## src/rtl/mdio_pkg.sv

```systemverilog
// Shared types and constants for the Clause-22 MDIO initiator.
// Field lengths and ordering of the management frame live here.
package mdio_pkg;

    typedef enum logic [3:0] {
        IDLE,
        PREAMBLE,
        START,
        OPCODE,
        PHY_ADDR,
        REG_ADDR,
        TA,
        DATA,
        DONE
    } mdio_state_t;

    localparam logic [1:0] MDIO_ST       = 2'b01;
    localparam logic [1:0] MDIO_OP_WRITE = 2'b01;
    localparam logic [1:0] MDIO_OP_READ  = 2'b10;
    localparam logic [1:0] MDIO_TA_WRITE = 2'b10;

    localparam int MDIO_PREAMBLE_BITS = 32;
    localparam int MDIO_DATA_BITS     = 16;

    // Index of the last bit of each field; DONE is one idle bit period.
    function automatic logic [4:0] field_last(input mdio_state_t s);
        case (s)
            PREAMBLE:          return 5'(MDIO_PREAMBLE_BITS - 1);
            START, OPCODE, TA: return 5'd1;
            PHY_ADDR, REG_ADDR: return 5'd4;
            DATA:              return 5'(MDIO_DATA_BITS - 1);
            default:           return 5'd0;
        endcase
    endfunction

    function automatic mdio_state_t field_next(input mdio_state_t s);
        case (s)
            PREAMBLE: return START;
            START:    return OPCODE;
            OPCODE:   return PHY_ADDR;
            PHY_ADDR: return REG_ADDR;
            REG_ADDR: return TA;
            TA:       return DATA;
            DATA:     return DONE;
            default:  return IDLE;
        endcase
    endfunction

endpackage

```

## src/rtl/mdio_clkgen.sv

```systemverilog
// MDC generator: runs only while a frame is active, one MDC period is 2*CLK_DIV clk cycles.
// Emits single-cycle strobes one clk before each MDC rising/falling edge.
module mdio_clkgen #(
    parameter int CLK_DIV = 20
) (
    input  logic clk,
    input  logic rst,
    input  logic en,
    input  logic hold_low,
    output logic mdc,
    output logic mdc_rise,
    output logic mdc_fall
);

    localparam int CNT_W = $clog2(2 * CLK_DIV);
    localparam logic [CNT_W-1:0] RISE_AT = CNT_W'(CLK_DIV - 1);
    localparam logic [CNT_W-1:0] FALL_AT = CNT_W'(2 * CLK_DIV - 1);

    logic [CNT_W-1:0] cnt_reg;
    logic             mdc_reg;

    assign mdc_rise = en && (cnt_reg == RISE_AT);
    assign mdc_fall = en && (cnt_reg == FALL_AT);
    assign mdc      = mdc_reg;

    always_ff @(posedge clk or negedge rst) begin
        if (!rst) begin
            cnt_reg <= '0;
            mdc_reg <= 1'b0;
        end else if (!en) begin
            cnt_reg <= '0;
            mdc_reg <= 1'b0;
        end else if (mdc_fall) begin
            cnt_reg <= '0;
            mdc_reg <= 1'b0;
        end else begin
            cnt_reg <= cnt_reg + CNT_W'(1);
            // The idle bit after the data phase keeps MDC low for a full period.
            if (mdc_rise) mdc_reg <= !hold_low;
        end
    end

endmodule

```

## src/rtl/mdio_master.sv

```systemverilog
// Clause-22 MDIO initiator: one command per frame, read data returned on rsp_*.
// Define MDIO_PREAMBLE_EN to send the 32-bit preamble; otherwise frames start at ST.
module mdio_master
    import mdio_pkg::*;
#(
    parameter int CLK_DIV = 20
) (
    input  logic        clk,
    input  logic        rst,
    input  logic        cmd_valid,
    output logic        cmd_ready,
    input  logic        cmd_write,
    input  logic [4:0]  cmd_phy_addr,
    input  logic [4:0]  cmd_reg_addr,
    input  logic [15:0] cmd_wdata,
    output logic        rsp_valid,
    output logic [15:0] rsp_rdata,
    output logic        rsp_err,
    output logic        mdc,
    output logic        mdio_o,
    output logic        mdio_oe,
    input  logic        mdio_i
);

    mdio_state_t state_reg, state_next;
    logic [4:0]  bit_cnt_reg, bit_cnt_next;
    logic [31:0] tx_reg, tx_next;
    logic        write_reg, write_next;
    logic        cmd_ready_reg, cmd_ready_next;
    logic        rsp_valid_reg, rsp_valid_next;
    logic [15:0] rdata_reg, rdata_next;
    logic        err_reg, err_next;
    logic        mdio_o_reg, mdio_o_next;
    logic        mdio_oe_reg, mdio_oe_next;
    logic [31:0] cmd_frame;
    logic        mdc_rise, mdc_fall;

    // Reads carry ones in TA/data so the released line shows the idle level.
    assign cmd_frame = {MDIO_ST,
                        cmd_write ? MDIO_OP_WRITE : MDIO_OP_READ,
                        cmd_phy_addr, cmd_reg_addr,
                        cmd_write ? MDIO_TA_WRITE : 2'b11,
                        cmd_write ? cmd_wdata : 16'hFFFF};

    mdio_clkgen #(.CLK_DIV(CLK_DIV)) u_clkgen (
        .clk      (clk),
        .rst      (rst),
        .en       (state_reg != IDLE),
        .hold_low (state_reg == DONE),
        .mdc      (mdc),
        .mdc_rise (mdc_rise),
        .mdc_fall (mdc_fall)
    );

    always_ff @(posedge clk or negedge rst) begin
        if (!rst) begin
            state_reg     <= IDLE;
            bit_cnt_reg   <= '0;
            tx_reg        <= '0;
            write_reg     <= 1'b0;
            cmd_ready_reg <= 1'b0;
            rsp_valid_reg <= 1'b0;
            rdata_reg     <= '0;
            err_reg       <= 1'b0;
            mdio_o_reg    <= 1'b1;
            mdio_oe_reg   <= 1'b0;
        end else begin
            state_reg     <= state_next;
            bit_cnt_reg   <= bit_cnt_next;
            tx_reg        <= tx_next;
            write_reg     <= write_next;
            cmd_ready_reg <= cmd_ready_next;
            rsp_valid_reg <= rsp_valid_next;
            rdata_reg     <= rdata_next;
            err_reg       <= err_next;
            mdio_o_reg    <= mdio_o_next;
            mdio_oe_reg   <= mdio_oe_next;
        end
    end

    always_comb begin
        state_next     = state_reg;
        bit_cnt_next   = bit_cnt_reg;
        tx_next        = tx_reg;
        write_next     = write_reg;
        cmd_ready_next = cmd_ready_reg;
        rsp_valid_next = 1'b0;
        rdata_next     = rdata_reg;
        err_next       = err_reg;
        mdio_o_next    = mdio_o_reg;
        mdio_oe_next   = mdio_oe_reg;

        case (state_reg)
            IDLE: begin
                cmd_ready_next = 1'b1;
                mdio_o_next    = 1'b1;
                mdio_oe_next   = 1'b0;
                if (cmd_valid && cmd_ready_reg) begin
                    cmd_ready_next = 1'b0;
                    write_next     = cmd_write;
                    rdata_next     = '0;
                    err_next       = 1'b0;
                    bit_cnt_next   = '0;
                    mdio_oe_next   = 1'b1;
`ifdef MDIO_PREAMBLE_EN
                    state_next     = PREAMBLE;
                    tx_next        = cmd_frame;
                    mdio_o_next    = 1'b1;
`else
                    state_next     = START;
                    tx_next        = {cmd_frame[30:0], 1'b0};
                    mdio_o_next    = cmd_frame[31];
`endif
                end
            end
            default: begin
                // Sample on the clk edge that raises MDC.
                if (mdc_rise && !write_reg) begin
                    if (state_reg == TA && bit_cnt_reg == 5'd1) err_next = mdio_i;
                    if (state_reg == DATA) rdata_next = {rdata_reg[14:0], mdio_i};
                end
                if (mdc_fall) begin
                    if (bit_cnt_reg == field_last(state_reg)) begin
                        state_next   = field_next(state_reg);
                        bit_cnt_next = '0;
                    end else begin
                        bit_cnt_next = bit_cnt_reg + 5'd1;
                    end
                    case (state_next)
                        DONE: begin
                            mdio_o_next    = 1'b1;
                            mdio_oe_next   = 1'b0;
                            rsp_valid_next = 1'b1;
                        end
                        IDLE: begin
                            mdio_o_next    = 1'b1;
                            mdio_oe_next   = 1'b0;
                            cmd_ready_next = 1'b1;
                        end
                        PREAMBLE: begin
                            mdio_o_next  = 1'b1;
                            mdio_oe_next = 1'b1;
                        end
                        default: begin
                            mdio_o_next  = tx_reg[31];
                            tx_next      = {tx_reg[30:0], 1'b0};
                            mdio_oe_next = write_reg || !(state_next == TA || state_next == DATA);
                        end
                    endcase
                end
            end
        endcase
    end

    assign cmd_ready = cmd_ready_reg;
    assign rsp_valid = rsp_valid_reg;
    assign rsp_rdata = rdata_reg;
    assign rsp_err   = err_reg;
    assign mdio_o    = mdio_o_reg;
    assign mdio_oe   = mdio_oe_reg;

endmodule

```

## config.mk

```make
export PLATFORM = sky130hd
export DESIGN_NAME = mdio_master
export DESIGN_NICKNAME = d
export VERILOG_FILES = /design/src/rtl/mdio_pkg.sv /design/src/rtl/mdio_clkgen.sv /design/src/rtl/mdio_master.sv
export SDC_FILE = /design/constraint.sdc
export NUM_CORES = 1
export LEC_CHECK = 0
export CORE_ASPECT_RATIO = 1.5
export CORE_MARGIN = 1
export CORE_UTILIZATION = 45
export DETAILED_ROUTE_END_ITERATION = 10
export PLACE_DENSITY = 0.79
export SLEW_MARGIN = 20
export SYNTH_ARGS = -nofsm -noshare
export SYNTH_HDL_FRONTEND = slang
export SYNTH_HIERARCHICAL = 1
export SYNTH_SLANG_ARGS = --single-unit
```

## constraint.sdc

```tcl
create_clock -name clk -period 5.7 [get_ports clk]
set_input_delay 1.14 -clock clk [delete_from_list [all_inputs] [get_ports clk]]
set_output_delay 1.14 -clock clk [all_outputs]
set_load 0.05 [all_outputs]
```

==> impl_metrics.py <==
metrics = {
    "status": {
        "run_status": "completed",
    },
    "detailed_routing": {
        "drc": 0,
        "detail_route.wirelength.met1_um": 3270,
        "drtPass1Iterations": 4,
        "dr.first_iter.drc_count": 198,
        "drt-wirelength-per-cell_um": 14.3,
        "routed-wl-met3_um": 280,
        "routed-wl-met2_um": 3970,
        "detail_route.vias_per_cell": 5.35,
        "highest-signal-layer": "met4",
        "final_antenna_net_count": 0,
        "drt_wl_total_um": 7700,
        "via_count": 2875,
    },
    "synth": {
        "synth_largest_type_area_fraction": 0.464,
        "synth-seq-cells": 69,
        "avgSynthCellArea_um2": 9.58,
        "share_of_synthesized_flip_flops_with_an_asynchronous_set_or_reset": 1.00,
        "synth-main-ff-cell": "sky130_fd_sc_hd__dfrtp_1",
        "post_synth_main_area_contributors": "sky130_fd_sc_hd__dfrtp_1, sky130_fd_sc_hd__mux2_4, sky130_fd_sc_hd__nand2_1, sky130_fd_sc_hd__mux2_2, sky130_fd_sc_hd__o21ai_0",
        "synth_cell_type_count": 49,
        "leading_cell_types_by_count_after_synthesis": "sky130_fd_sc_hd__nand2_1, sky130_fd_sc_hd__dfrtp_1, sky130_fd_sc_hd__o21ai_0",
        "synth.yosys.seq_area_share": 0.471,
        "synth_area_mm2": 0.00367,
        "synth_top_cell_by_area": "sky130_fd_sc_hd__dfrtp_1",
        "yosys_warnings": 6,
        "postSynthCellCount": 383,
        "synth_enable_flop_cells": 0,
        "yosysMostFrequentCell": "sky130_fd_sc_hd__nand2_1",
        "synth_fp_nets": 417,
    },
    "clocking": {
        "post_cts_resize_count": 0,
        "cts_inserted_buffers": 9,
        "cts_max_level": 3,
        "post-cts-setup-buffers": 0,
        "clk_path_buf_depth": 2,
        "holdBufCountCts": 0,
        "clock_tree.root_cell": "sky130_fd_sc_hd__clkbuf_16",
        "clock_tree_from_tritoncts": "done",
        "clock_insertion_delay_worst_skew_ns": 0.33,
        "clock_pin_slew_on_the_worst_setup_and_hold_paths_ns": 0.06,
        "cts_num_sinks": 69,
    },
    "critical_path": {
        "critical_path.max_fanout": 18,
        "worstPathArrival_ns": 3.46,
        "end_kind": "flop",
        "cp.required_ns": 5.91,
        "crit_path_start_kind": "flop",
        "reg2reg_slack_ns": 2.45,
        "crit_type": "flop to flop",
    },
    "finish": {
        "flip_flop_count_of_the_largest_register_after_layout": 31,
        "number_of_fill_cells": 683,
        "areaGrowthSynthToFinish_pct": 25.3,
        "drive_above_1_share": 0.146,
        "num_antenna_cells": 0,
        "stdcell_count": 537,
        "final_net_count": 461,
    },
    "timing": {
        "timing.final.setup_violations": 0,
        "slew_violations": 0,
        "fin_worst_hold_slack_ns": 0.470,
        "min_period_ns": 3.25,
        "grt_setup_unrepaired": "false",
        "finalCritPeriodShare": 0.570,
        "relSlewSlack": 0.403,
        "timing.setup.tns_ns": 0,
        "max_freq_mhz": 308,
        "skew_ns": 0.00671,
        "final-hold-violation-count": 0,
        "worst_slew_pin_slew_ns": 0.896,
    },
    "placement": {
        "placement.io_buffers": 52,
        "hpwlAfterDp_um": 5090,
        "finalWeightedCongestion": 0.842,
        "placed_cells": 520,
    },
    "run": {
        "max_cap_viol_count": 0,
    },
    "global_routing": {
        "grt_pass1_wl_um": 13000,
        "grt_overflow": 0,
        "grt_max_degree": 70,
        "grt_antenna_before_repair": 0,
        "grt_pass1_vias": 2790,
        "overall_global_routing_usage": 0.202,
    },
    "floorplan": {
        "core_area_mm2": 0.00796,
        "starting_density": 0.461,
        "rows": 40,
        "die_x_um": 75.7,
        "die_area_mm2": 0.00853,
        "die_height_um": 113,
        "floorplan.io_pins": 53,
    },
    "power": {
        "cellLeakagePower_nw": 2.06,
        "worst_ir_drop_vdd_v": 0.000189,
        "power_density_mw_per_mm2": 245,
    },
    "hold_path": {
        "worstHoldPathType": "flop to flop",
    },
}
-- path summary, 6_finish.rpt --
path | start | cells past startpoint | endpoint
setup / recovery | state_reg[1]$_DFFE_PN0P_ | 8 | tx_reg[9]$_DFFE_PN0P_
hold / removal | u_clkgen/cnt_reg[0]$_DFF_PN0_ | 1 | u_clkgen/cnt_reg[0]$_DFF_PN0_
setup reg to reg | state_reg[1]$_DFFE_PN0P_ | 8 | tx_reg[9]$_DFFE_PN0P_
hold reg to reg | u_clkgen/cnt_reg[0]$_DFF_PN0_ | 1 | u_clkgen/cnt_reg[0]$_DFF_PN0_
max in group asynchronous | rst | 2 | tx_reg[29]$_DFFE_PN0P_
min in group asynchronous | rst | 2 | rsp_rdata[15]$_DFFE_PN0P_
-- area by class of cell --
type / instances / area [µm²] / share of cell area
clock buffer: 14 / 294 / 0.0639
clock inverter: 2 / 37.5 / 0.00816
inverter: 23 / 86.3 / 0.0188
multi-input combinational: 267 / 1750 / 0.380
sequential: 69 / 1730 / 0.376
tap: 105 / 131 / 0.0286
timing repair buffer: 57 / 573 / 0.125
-- power breakdown --
group / internal (mW) / switching (mW)
logic: 0.0200 / 0.0171
registers: 0.491 / 0.000251
clock network: 0.398 / 0.201
-- layout by cell type (no fill, tap or decap), drive strengths merged, types with 6 or more instances in the layout --
| master | Yosys | final |
|---|---|---|
| nand2 | 76 | 76 |
| o21ai | 31 | 31 |
| nand3 | 9 | 9 |
| a31oi | 17 | 17 |
| clkbuf | 17 | 14 |
| nand2b | 7 | 7 |
| dfrtp | 68 | 68 |
| buf | 7 | 6 |
| a21oi | 9 | 9 |
| nor2 | 28 | 28 |
| nor3 | 6 | 6 |
| inv | 22 | 22 |
| clkdlybuf4s50 | 0 | 51 |
| mux2 | 34 | 34 |
-- critical path, stage by stage, from the launching register on --
cell and delay [ns]:
sky130_fd_sc_hd__dfrtp_1 0.64, sky130_fd_sc_hd__xnor2_1 0.19, sky130_fd_sc_hd__a211o_1 0.35, sky130_fd_sc_hd__a221oi_4 0.30, sky130_fd_sc_hd__and2_1 0.43, sky130_fd_sc_hd__a2111oi_4 0.17, sky130_fd_sc_hd__o21ai_4 0.44, sky130_fd_sc_hd__buf_16 0.24
sky130_fd_sc_hd__mux2_2 0.36
-- per-layer routing --
metal  GRT usage  up-vias
li1            -     1399
met1       0.263     1388
met2       0.301       73
met3      0.0431       15
met4       0.123        0
met5           0        -
-- stage by stage --
step / worst slack [ns] / power (mW) / util / area, µm²
4_1_cts: 2.15 / 1.14 / 0.574 / 4570
3_5_place_dp: 2.17 / 0.537 / 0.533 / 4240
5_1_grt: 2.07 / 1.16 / 0.578 / 4600
3_3_place_gp: 2.33 / 0.537 / 0.533 / 4240
6_report: 2.45 / 1.13 / 0.578 / 4600
2_1_floorplan: 2.79 / 0.505 / - / 3670
-- kinds of logic after synthesis --
logic type	share of synthesized area
simple gates	0.183
buf+inv	0.0532
flops	0.471
mux	0.125
compound gates	0.146
fa+ha+maj	0.0102
xor+xnor	0.0119
(Power assumes the default switching activity.)
